<file path="config.mk">
export PLATFORM = sky130hd
export DESIGN_NAME = conf_link_ctrl
export DESIGN_NICKNAME = d
export VERILOG_FILES = /design/src/rtl/conf_link_ctrl_pkg.sv /design/src/rtl/conf_link_ctrl_frame_timer.sv /design/src/rtl/conf_link_ctrl.sv
export SDC_FILE = /design/constraint.sdc
export NUM_CORES = 1
export LEC_CHECK = 0
export ABC_AREA = 1
export CORE_ASPECT_RATIO = 0.8
export CORE_MARGIN = 2
export CORE_UTILIZATION = 40
export DETAILED_ROUTE_END_ITERATION = 16
export GPL_ROUTABILITY_DRIVEN = 0
export PLACE_DENSITY = 0.74
export SYNTH_ARGS = -nofsm -noshare
export SYNTH_HDL_FRONTEND = slang
export SYNTH_SLANG_ARGS = --single-unit
</file>
<file path="constraint.sdc">
create_clock -name clk -period 1.5 [get_ports clk]
set_input_delay 0.3 -clock clk [delete_from_list [all_inputs] [get_ports clk]]
set_output_delay 0.3 -clock clk [all_outputs]
set_load 0.05 [all_outputs]
</file>
<file path="src/rtl/conf_link_ctrl_pkg.sv">
// Shared definitions for the configuration-link controller: FSM state
// encodings (also shown on the debug LEDs), error codes and the default
// command bytes.
package conf_link_ctrl_pkg;

  typedef enum logic [3:0] {
    ST_IDLE     = 4'd0,
    ST_GET_ADDR = 4'd1,
    ST_GET_LEN  = 4'd2,
    ST_WR_DATA  = 4'd3,
    ST_RD_WAIT  = 4'd4,
    ST_RD_GAP   = 4'd5
  } state_e;

  typedef enum logic [1:0] {
    ERR_NONE    = 2'b00,
    ERR_CMD     = 2'b01,
    ERR_LEN     = 2'b10,
    ERR_TIMEOUT = 2'b11
  } err_e;

  localparam logic [7:0] CMD_WR_DEFAULT = 8'h57;
  localparam logic [7:0] CMD_RD_DEFAULT = 8'h52;

  // States in which the inter-byte receive timeout is armed.
  function automatic logic is_timed(state_e s);
    return (s == ST_GET_ADDR) || (s == ST_GET_LEN) || (s == ST_WR_DATA);
  endfunction

endpackage

</file>
<file path="src/rtl/conf_link_ctrl_frame_timer.sv">
// Inter-byte frame timer: counts enabled cycles since the last clear and
// flags terminal count once TO_CYCLES idle cycles have elapsed. The count
// saturates at terminal count so the flag stays up until cleared.
module conf_link_ctrl_frame_timer #(
  parameter int TO_CYCLES = 1000
) (
  input  logic clk,
  input  logic rst,
  input  logic clr,
  input  logic en,
  output logic tc
);

  localparam int CNT_W = $clog2(TO_CYCLES + 1);
  localparam logic [CNT_W-1:0] TC_VAL = CNT_W'(TO_CYCLES);

  logic [CNT_W-1:0] cnt_q, cnt_d;

  // Next count: clear wins, otherwise count up while enabled, saturating.
  always_comb begin
    // NOTE: every combinationally assigned signal gets a default first so no latch is inferred.
    cnt_d = cnt_q;
    if (clr) begin
      cnt_d = '0;
    end else if (en && (cnt_q != TC_VAL)) begin
      cnt_d = cnt_q + CNT_W'(1);
    end
  end

  // Count register with synchronous reset.
  always_ff @(posedge clk) begin
    // NOTE: sequential state uses non-blocking assignments so all registers update together.
    if (rst) cnt_q <= '0;
    else     cnt_q <= cnt_d;
  end

  assign tc = (cnt_q == TC_VAL);

endmodule

</file>
<file path="src/rtl/conf_link_ctrl.sv">
// RS232 configuration-link controller. Decodes cmd/addr/len frames from the
// UART receiver and performs wrapping burst writes into the register bank or
// burst reads from it back out through the UART transmitter.
module conf_link_ctrl
  import conf_link_ctrl_pkg::*;
#(
  parameter int         ADDR_W    = 3,
  parameter logic [7:0] CMD_WR    = CMD_WR_DEFAULT,
  parameter logic [7:0] CMD_RD    = CMD_RD_DEFAULT,
  parameter int         TO_CYCLES = 1000
) (
  input  logic              clk,
  input  logic              rst,
  input  logic [7:0]        rxdw,
  input  logic              rxrdy,
  input  logic              txbusy,
  output logic              txena,
  output logic [7:0]        txdw,
  output logic [ADDR_W-1:0] reg_addr,
  output logic [7:0]        reg_wdata,
  output logic              reg_we,
  input  logic [7:0]        reg_rdata,
  output logic              busy,
  output logic [1:0]        err,
  output logic [3:0]        sleds
);

  state_e              state_q, state_d;
  logic                dir_rd_q, dir_rd_d;
  logic [ADDR_W-1:0]   addr_q, addr_d;
  logic [7:0]          rem_q, rem_d;
  err_e                err_q, err_d;
  logic                txena_q, txena_d;
  logic [7:0]          txdw_q, txdw_d;
  logic                reg_we_q, reg_we_d;
  logic [ADDR_W-1:0]   wr_addr_q, wr_addr_d;
  logic [7:0]          reg_wdata_q, reg_wdata_d;

  logic is_cmd;
  logic timer_tc;

  assign is_cmd = (rxdw == CMD_WR) || (rxdw == CMD_RD);

  // The timer runs only in the receive states; it is held cleared elsewhere,
  // so entering a timed state always starts from zero, and every received
  // byte restarts it.
  conf_link_ctrl_frame_timer #(
    .TO_CYCLES (TO_CYCLES)
  ) u_frame_timer (
    .clk (clk),
    .rst (rst),
    .clr (rxrdy || !is_timed(state_q)),
    .en  (is_timed(state_q)),
    .tc  (timer_tc)
  );

  // State and datapath registers; reset returns everything to idle values.
  always_ff @(posedge clk) begin
    if (rst) begin
      state_q     <= ST_IDLE;
      dir_rd_q    <= 1'b0;
      addr_q      <= '0;
      rem_q       <= '0;
      err_q       <= ERR_NONE;
      txena_q     <= 1'b0;
      txdw_q      <= '0;
      reg_we_q    <= 1'b0;
      wr_addr_q   <= '0;
      reg_wdata_q <= '0;
    end else begin
      state_q     <= state_d;
      dir_rd_q    <= dir_rd_d;
      addr_q      <= addr_d;
      rem_q       <= rem_d;
      err_q       <= err_d;
      txena_q     <= txena_d;
      txdw_q      <= txdw_d;
      reg_we_q    <= reg_we_d;
      wr_addr_q   <= wr_addr_d;
      reg_wdata_q <= reg_wdata_d;
    end
  end

  // Next-state logic. A byte arriving on the terminal-count cycle wins over
  // the timeout because rxrdy is tested first.
  always_comb begin
    state_d = state_q;
    unique case (state_q)
      ST_IDLE: begin
        if (rxrdy && is_cmd) state_d = ST_GET_ADDR;
      end
      ST_GET_ADDR: begin
        if (rxrdy)         state_d = ST_GET_LEN;
        else if (timer_tc) state_d = ST_IDLE;
      end
      ST_GET_LEN: begin
        if (rxrdy) begin
          if (rxdw == 8'd0)  state_d = ST_IDLE;
          else if (dir_rd_q) state_d = ST_RD_WAIT;
          else               state_d = ST_WR_DATA;
        end else if (timer_tc) begin
          state_d = ST_IDLE;
        end
      end
      ST_WR_DATA: begin
        if (rxrdy) begin
          if (rem_q == 8'd1) state_d = ST_IDLE;
        end else if (timer_tc) begin
          state_d = ST_IDLE;
        end
      end
      ST_RD_WAIT: begin
        if (!txbusy) state_d = ST_RD_GAP;
      end
      ST_RD_GAP: begin
        state_d = (rem_q == 8'd1) ? ST_IDLE : ST_RD_WAIT;
      end
      default: state_d = ST_IDLE;
    endcase
  end

  // Datapath / registered-output next values. Strobes default low so each
  // pulse lasts exactly one cycle; rxrdy is ignored in the read states.
  always_comb begin
    dir_rd_d    = dir_rd_q;
    addr_d      = addr_q;
    rem_d       = rem_q;
    err_d       = err_q;
    txena_d     = 1'b0;
    txdw_d      = txdw_q;
    reg_we_d    = 1'b0;
    wr_addr_d   = wr_addr_q;
    reg_wdata_d = reg_wdata_q;
    unique case (state_q)
      ST_IDLE: begin
        if (rxrdy) begin
          if (is_cmd) begin
            dir_rd_d = (rxdw == CMD_RD);
            err_d    = ERR_NONE;
          end else begin
            err_d    = ERR_CMD;
          end
        end
      end
      ST_GET_ADDR: begin
        if (rxrdy)         addr_d = rxdw[ADDR_W-1:0];
        else if (timer_tc) err_d  = ERR_TIMEOUT;
      end
      ST_GET_LEN: begin
        if (rxrdy) begin
          if (rxdw == 8'd0) err_d = ERR_LEN;
          else              rem_d = rxdw;
        end else if (timer_tc) begin
          err_d = ERR_TIMEOUT;
        end
      end
      ST_WR_DATA: begin
        if (rxrdy) begin
          reg_we_d    = 1'b1;
          wr_addr_d   = addr_q;
          reg_wdata_d = rxdw;
          addr_d      = addr_q + ADDR_W'(1);
          rem_d       = rem_q - 8'd1;
        end else if (timer_tc) begin
          err_d = ERR_TIMEOUT;
        end
      end
      ST_RD_WAIT: begin
        if (!txbusy) begin
          txdw_d  = reg_rdata;
          txena_d = 1'b1;
        end
      end
      ST_RD_GAP: begin
        addr_d = addr_q + ADDR_W'(1);
        rem_d  = rem_q - 8'd1;
      end
      default: ;
    endcase
  end

  // During reads the bank is addressed straight from the address counter so
  // reg_rdata is valid when txdw is captured; writes present the address
  // registered alongside the write strobe.
  assign reg_addr  = ((state_q == ST_RD_WAIT) || (state_q == ST_RD_GAP)) ? addr_q : wr_addr_q;
  assign txena     = txena_q;
  assign txdw      = txdw_q;
  assign reg_we    = reg_we_q;
  assign reg_wdata = reg_wdata_q;
  assign busy      = (state_q != ST_IDLE);
  assign err       = err_q;
  assign sleds     = state_q;

endmodule

</file>
; ---- Word-level counts from Yosys, hierarchy flattened
; Index checks and enable logic that the tools add are counted.
; W data, S select, Z words.
[op_classes]
n_addsub = 3
n_eq_ne = 20
mux = 28
bitwise_logic = 3
n_reduce_logical = 25
[op_table]
columns = operator, count
row1 = $mux W4, 7
row2 = $mux W8, 3
row3 = $pmux W4 S6, 1
row4 = $pmux W8 S3, 1
row5 = $mux W3, 6
row6 = $eq A8 B7 Y1 const B, 2
row7 = $ne A2 B2 Y1 const B, 8
row8 = $add A10 B1 Y10 const B, 1
row9 = $eq A10 B10 Y1 const B, 1
row10 = $mux W2, 5
row11 = $ne A10 B10 Y1 const B, 1
row12 = $pmux W3 S3, 1
row13 = $reduce_and A3 Y1, 3
row14 = $reduce_bool A3 Y1, 3
row15 = $eq A4 B2 Y1 const B, 2
row16 = $eq A4 B3 Y1 const B, 2
row17 = $eq A8 B1 Y1 const B, 1
row18 = $logic_not A8 Y1, 1
row19 = $reduce_and A4 Y1, 2
row20 = $reduce_or A2 Y1, 4
row21 = $sub A8 B1 Y8 const B, 1
row22 = $ne A3 B2 Y1 const B, 2
row23 = $pmux W2 S3, 1
row24 = $logic_or A1 B1 Y1, 5
row25 = other kinds (9), 15
[word_totals]
ff_bits = 49
output_inout_bits = 28
wordCells = 90

; ---- Longest topological paths before layout
; Gate-level depths: netlist (run 1).
[logic_depth]
depth_word = 6
mapped_depth = 12
ltp_nobuf = 12

; ---- Hierarchy
; Synthesis (run 1) repeated with hierarchy kept, for this count alone.
[unflattened]
hier_cells = 394
area_unflattened_um2 = 2675.1
[by_module_without_submodules]
columns = mod, n_inst, cells_per_inst, area_each_um2, seq_area_each_um2
row1 = conf_link_ctrl, 1, 301, 2069.5, 780.7
row2 = conf_link_ctrl_frame_timer, 1, 93, 605.6, 200.2

; ---- Worst setup path after synthesis (run 1)
; No wires, ideal clock.
[synth_timing]
path_type = register to output
from = register state_q[3] (netlist: sleds[3])
to = output reg_addr[0]
arrival_time_ps = 2142
setup_slack_ps = -942
path_stages_with_launch = 5
path_buffers = 0
path_cell_list = dfxtp_1 > inv_1 > nand2_1 > nor2_1 > o21ai_0
[synth_via]
elab_chain_cells = 3
[synth_rtl]
columns = element, line_no
row1 = start: declaration, conf_link_ctrl.sv:28  ; state_e state_q, state_d;
row2 = start signal: assignment, conf_link_ctrl.sv:71  ; state_q <= state_d;
row3 = $eq A4 B3 Y1, conf_link_ctrl.sv:185  ; assign reg_addr = ((state_q == ST_RD_WAIT) || (state_q == ST_RD_GAP)) ? addr_q : wr_addr_q;
row4 = $logic_or A1 B1 Y1 (*), conf_link_ctrl.sv:185
row5 = $mux W3 (*), conf_link_ctrl.sv:185
row6 = end: declaration, conf_link_ctrl.sv:19  ; output logic [ADDR_W-1:0] reg_addr,
; Every way passes the cells marked *; elsewhere a longest branch is shown, timed or not.

; ---- Final worst setup path (run 1)
[layout_timing]
from = register state_q[1] (netlist: sleds[1])
to = output reg_addr[1]
; Same word-level chain as after synthesis.

==> flow_summary.toml, run 1 <==
[outcome]
status = "finished, violations left"
violations = "setup timing"

[timing]
finalCriticalPeriod_ps = 1650
setup_ws_ps = -146
finalCritPeriodShare_pct = 110
timing.fmax_mhz = 608
holdWs_ps = 390
hold_viol_final = 0
grt_setup_unrepaired = "yes"
report.final.slew_viol_count = 0
setup_violations = 27
skew_ps = 9.99

[worst_hold_path]
min_path_cells = 4
hp-class = "primary input to flop"
whs_endpoint = "reg_wdata[1]$_SDFFE_PP0P_"
hold_path.startpoint = "rxdw[1]"

[floorplanning]
initial_core_util_pct = 41.6
dieWidth_um = 92.2
ios = 48
die-area_um2 = 6870
row_count = 25
die-height_um = 74.5
coreArea_um2 = 5970

[cts]
cts_root_buffer = "clkbuf_8"
cts_tree = "built"
path_clk_slew_ps = 90
clk_path_buf_depth = 2
cts_buffers = 5
cts_hold_repair.buffers = 0
cts.sinks = 49
clock_latency_ps = 310
ctsHtreeMaxLevel = 2

[global_routing]
grt_pass1_wl_mm = 11.6
grtUsageTotal_pct = 21.1
antenna_found_initial = 0
grt_pass1_vias = 2597
grt-ovfl-total = 0
grt_max_degree = 22

[power]
switching_share_pct = 23.8
total_power_w = 0.00281
p_seq_share_pct = 47.0
ir_worst_vdd_mv = 0.380
p_comb_share_pct = 12.9
leakage_nw = 1.77
p_int_w = 0.00214
switchingPower_w = 0.000668
power_density_nw_per_um2 = 633
pwr-share-clk_pct = 40.1

[synth]
netlist_instances = 362
yosysSeqAreaShare_pct = 39.4
syn_area_um2 = 2490
yosysMostFrequentCell = "nand2_1"
synth-async-reset-ratio_pct = 0
ys_ff_latch = 49
synth_common_cells = "nand2_1 (91), dfxtp_1 (49), a21oi_1 (45)"
synth_top_area_cell = "dfxtp_1"
synth_ff_type = "dfxtp_1"
synth-edff-count = 0
synthTopCellsByArea = "dfxtp_1 (39%), nand2_1 (14%), a21oi_1 (9.1%)"
synth.top_cell.area_share_pct = 39.4
ys.warnings.count = 0
yosysUniqueCellTypes = 34
syn_nets = 387
post_synth.cell_area_avg_um2 = 6.87

[setup_path]
endpoint_kind = "output pin"
r2r_end = "rem_q[5]$_SDFFE_PP0P_"
worstReg2RegStart = "sleds[1]$_SDFFE_PP0P_"
startpoint = "sleds[1]$_SDFFE_PP0P_"
ff2ff_path_depth = 10
cp.arrival_ps = 1350
cp_data_required_time_ps = 1200
start_kind = "flop"
r2r_setup_slack_ps = -120
critPathMaxFanout = 5
crit_type = "flop to output pin"

[route]
vias = 3044
drt_iter0_markers = 226
wirelength_mm = 8.72
drt-wirelength-per-cell_um = 15.6
viasPerCell = 5.44
postRouteAntennaNets = 0
drc = 0
dr.pass1.iters = 5

[layout]
design_area_um2 = 4440
drive_gt1_share_pct = 42.4
final_nets = 503
instances_no_fill = 560
synthToLayoutAreaGrowth_pct = 78.5
final_util_pct = 74.3
fillerInstances = 399
n_antenna_cell = 0

[run]
max_cap_viol_count = 0

[placement]
placed_area_um2 = 3690
dpl.cell_count = 529
io_buffers = 47
dpl.hpwl_mm = 5.21
## worst max path at each step
stage	end	slack, ps	cells after the start
floorplan	reg_addr[0]	40	5
global placement	rem_q[7]$_SDFFE_PP0P_	-220	12
detailed placement	rem_q[5]$_SDFFE_PP0P_	-300	12
CTS	reg_addr[1]	-140	6
global route	reg_addr[1]	-190	6
finish	reg_addr[1]	-150	5
## flip-flops by register name, indices dropped and copies added, names as in the netlist
| signal | count |
|---|---|
| sleds | 4 |
| txdw | 8 |
| addr_q | 3 |
| rem_q | 8 |
| dir_rd_q | 1 |
| txena | 1 |
| u_frame_timer.cnt_q | 10 |
| reg_wdata | 8 |
| wr_addr_q | 3 |
| err | 2 |
| reg_we | 1 |
## area by class of cell
cell class | count | area [um2] | share of cell area (%)
Tap cell | 81 | 101 | 2.28
Inverter | 47 | 216 | 4.87
Timing Repair Buffer | 114 | 1350 | 30.3
Multi-Input combinational cell | 260 | 1630 | 36.8
Sequential cell | 49 | 998 | 22.5
Clock buffer | 5 | 68.8 | 1.55
Timing Repair inverter | 1 | 8.76 | 0.197
Clock inverter | 3 | 65.1 | 1.47
## power groups by stage
stage / sequential (W) / clock [W] / combinational [W]
after floorplan: 0.00137 / 0 / 0.000106
after global placement: 0.00135 / 0 / 0.000286
after detailed placement: 0.00135 / 0 / 0.000290
after CTS: 0.00132 / 0.00113 / 0.000310
after global routing: 0.00132 / 0.00120 / 0.000383
final: 0.00132 / 0.00113 / 0.000363
## worst max-delay path: stages, from the launching register on
cell and delay [ps]:
dfxtp_4 360, buf_6 120, nor2_4 200, buf_6 150, o21ai_4 60, buf_12 150
## cells by family (layout without fill, tap and decap cells)
kind of cell             after synthesis  count (layout)  synth area share [%]
AND/OR/NAND/NOR                      162             162                  29.1
AO/OA/AOI/OAI                         89              89                  18.9
buffers and inverters                 53             170                  8.80
flip-flops                            49              49                  39.4
adder cells (fa/ha/maj)                5               5                  2.52
XOR/XNOR                               3               3                  1.06
other                                  1               1                 0.151
## cell usage in the layout, fill, tap and decap left out, drive strengths merged
cell type | Yosys | final
nand2 | 97 | 97
buf | 3 | 94
dfxtp | 49 | 49
inv | 46 | 46
a21oi | 46 | 46
o21ai | 38 | 38
nor2 | 30 | 30
nand3 | 20 | 20
clkdlybuf4s50 | 0 | 18
nand4 | 7 | 7
clkbuf | 3 | 6
nor3 | 5 | 5
ha | 5 | 5
a31oi | 3 | 3
clkinv | 1 | 3
xnor2 | 2 | 2
bufinv | 0 | 2
or2 | 1 | 1
and2 | 1 | 1
xor2 | 1 | 1
o211ai | 1 | 1
nor4 | 1 | 1
o2111ai | 1 | 1
dlymetal6s2s | 0 | 1
conb | 1 | 1
## metrics by stage
stage	worst slack (ps)	setup TNS (ps)
3_3_place_gp	-219	-3560
2_1_floorplan	40.2	0
6_report	-146	-1890
4_1_cts	-145	-423
5_1_grt	-194	-3140
3_5_place_dp	-300	-4760
## layer usage
layer | vias up | share of wire (%) | track usage, %
li1 | 1416 | - | -
met2 | 173 | 48 | 35.7
met1 | 1412 | 40 | 27.6
met3 | 43 | 7.8 | 4.96
met4 | 0 | 4.0 | 5.64
met5 | - | 0 | 0
## timing repair
item	in CTS	in global routing
pin swaps	3	33
gates cloned	0	3
buffers inserted	7	13
resized for setup	21	119
endpoints found under the setup margin	13	40
(Power assumes the default switching activity.)
==> run 2, diff against run 1 <==
--- a/config.mk
+++ b/config.mk
@@ -9,9 +9,11 @@
 export CORE_ASPECT_RATIO = 0.8
 export CORE_MARGIN = 2
 export CORE_UTILIZATION = 40
+export CTS_BUF_LIST = sky130_fd_sc_hd__clkbuf_4
 export DETAILED_ROUTE_END_ITERATION = 16
 export GPL_ROUTABILITY_DRIVEN = 0
 export PLACE_DENSITY = 0.74
+export SETUP_SLACK_MARGIN = 0.05
 export SYNTH_ARGS = -nofsm -noshare
 export SYNTH_HDL_FRONTEND = slang
 export SYNTH_SLANG_ARGS = --single-unit
==> run 2 against run 1 <==
Net effect: the run still ends with setup timing left; largest power group unchanged; critical path depth rose by 1; sequential share of layout area is 0.99 points higher; combinational power decreased by 2%; via count shrank 7.8%; fmax decreased by 5.0%; register-to-register slack worse by 70 ps; clock-buffer cell count grew 1; non-clock buffer count is 4 lower; clock skew up 16 ps.
==> flow_summary.toml, run 2 (synthesized netlist as in run 1, its figures left out) <==
[cts]
cts_hold_repair.buffers = 0
clock_latency_ps = 390
path_clk_slew_ps = 150
clk_path_buf_depth = 2
cts.sinks = 49
cts_root_buffer = "clkbuf_4"
ctsHtreeMaxLevel = 2
cts_buffers = 5
cts_tree = "built"

[timing]
holdWs_ps = 468
finalCritPeriodShare_pct = 115
report.final.slew_viol_count = 0
setup_violations = 39
finalCriticalPeriod_ps = 1730
hold_viol_final = 0
grt_setup_unrepaired = "yes"
setup_ws_ps = -231
timing.fmax_mhz = 578
skew_ps = 26.2

[outcome]
violations = "setup timing"
status = "finished, violations left"

[setup_path]
cp.arrival_ps = 1430
worstReg2RegStart = "sleds[3]$_SDFFE_PP0P_"
cp_data_required_time_ps = 1200
startpoint = "sleds[3]$_SDFFE_PP0P_"
start_kind = "flop"
crit_type = "flop to output pin"
critPathMaxFanout = 6
endpoint_kind = "output pin"

[route]
dr.pass1.iters = 4
drc = 0
postRouteAntennaNets = 0
vias = 2807
drt_iter0_markers = 156
viasPerCell = 5.05
wirelength_mm = 7.58
drt-wirelength-per-cell_um = 13.6

[layout]
largest_register = "u_frame_timer.cnt_q"
fillerInstances = 428
drive_gt1_share_pct = 39.4
final_cell_mix = "nand2_1 (73), buf_4 (48), dfxtp_1 (43)"
synthToLayoutAreaGrowth_pct = 71.0
final_util_pct = 71.2
n_antenna_cell = 0
final_common_cell = "nand2_1"
largest_reg_flops = 10
final_nets = 499

[floorplanning]
initial_core_util_pct = 41.6
coreArea_um2 = 5970
die-height_um = 74.5
row_count = 25
ios = 48
die-area_um2 = 6870
dieWidth_um = 92.2

[global_routing]
grtUsageTotal_pct = 21.8
grt_pass1_vias = 2594
grt_pass1_wl_mm = 11.9
grt-ovfl-total = 0
grt_max_degree = 22
antenna_found_initial = 0

[power]
leakage_nw = 1.69
ir_worst_vdd_mv = 0.354
power_density_nw_per_um2 = 583

[placement]
io_buffers = 47
dpl.hpwl_mm = 5.01

[worst_hold_path]
hp-class = "primary input to flop"
hold_path.startpoint = "reg_rdata[6]"

[run]
max_cap_viol_count = 0
[run 2: cell count changes in the layout (fill, tap and decap cells not counted), sizes merged]
cell,change
buf,-3
clkdlybuf4s50,+1
dlymetal6s2s,-1
inv,+1
bufinv,-1
clkinv,-1
[run 2: routing by layer]
layer  global-route usage (%)  share of wire [%]
met5                        0                  0
met2                     35.0                 45
met1                     29.2                 46
met4                     7.13                2.3
met3                     5.57                6.8
[run 2: layout make-up]
class,instances,area [um2],share of cell area [%]
inverters,47,199,4.68
multi-input cells,260,1590,37.3
clock inverters,2,33.8,0.794
clock buffers,6,45.0,1.06
repair buffers,110,1280,30.2
well taps,81,101,2.38
repair inverters,1,6.26,0.147
flip-flops and latches,49,998,23.5
[run 2: final timing paths]
path / to / slack, ps / depth (start not counted)
setup / recovery: reg_addr[0] / -230 / 6
setup reg to reg: u_frame_timer.cnt_q[4]$_SDFFE_PP0P_ / -190 / 9
hold reg to reg: rem_q[7]$_SDFFE_PP0P_ / 490 / 2
hold / removal: txdw[6]$_SDFFE_PP0P_ / 470 / 3
[run 2: report_power, final]
part           internal [W]  switching, W  total (W)
logic              0.000175      0.000181   0.000356
registers           0.00131     0.0000145    0.00132
clock network      0.000366      0.000440   0.000805
total               0.00185      0.000635    0.00248
[run 2: worst max-delay path, cell delays in order (launching register included)]
cell	delay, ps
dfxtp_4	380
inv_4	60
nand2_4	50
nor2_4	190
buf_4	160
o21ai_4	50
buf_12	140
[run 2: stage by stage]
stage | setup TNS, ps | instance area (um2) | total power [W] | std cells | setup WS, ps
2_1_floorplan | 0 | 2540 | 0.00147 | 362 | 51.6
3_3_place_gp | -3130 | 3710 | 0.00164 | 531 | -204
3_5_place_dp | -4520 | 3710 | 0.00164 | 531 | -294
4_1_cts | -3900 | 4090 | 0.00246 | 555 | -234
5_1_grt | -6710 | 4250 | 0.00256 | 556 | -287
6_report | -3700 | 4250 | 0.00248 | 556 | -231
[run 2: timing repair]
| item | CTS | global route |
|---|---|---|
| setup endpoints to repair | 27 | 44 |
| resized for setup | 60 | 57 |
| gates cloned | 2 | 0 |
| setup buffers | 14 | 3 |
| pin swaps | 16 | 23 |
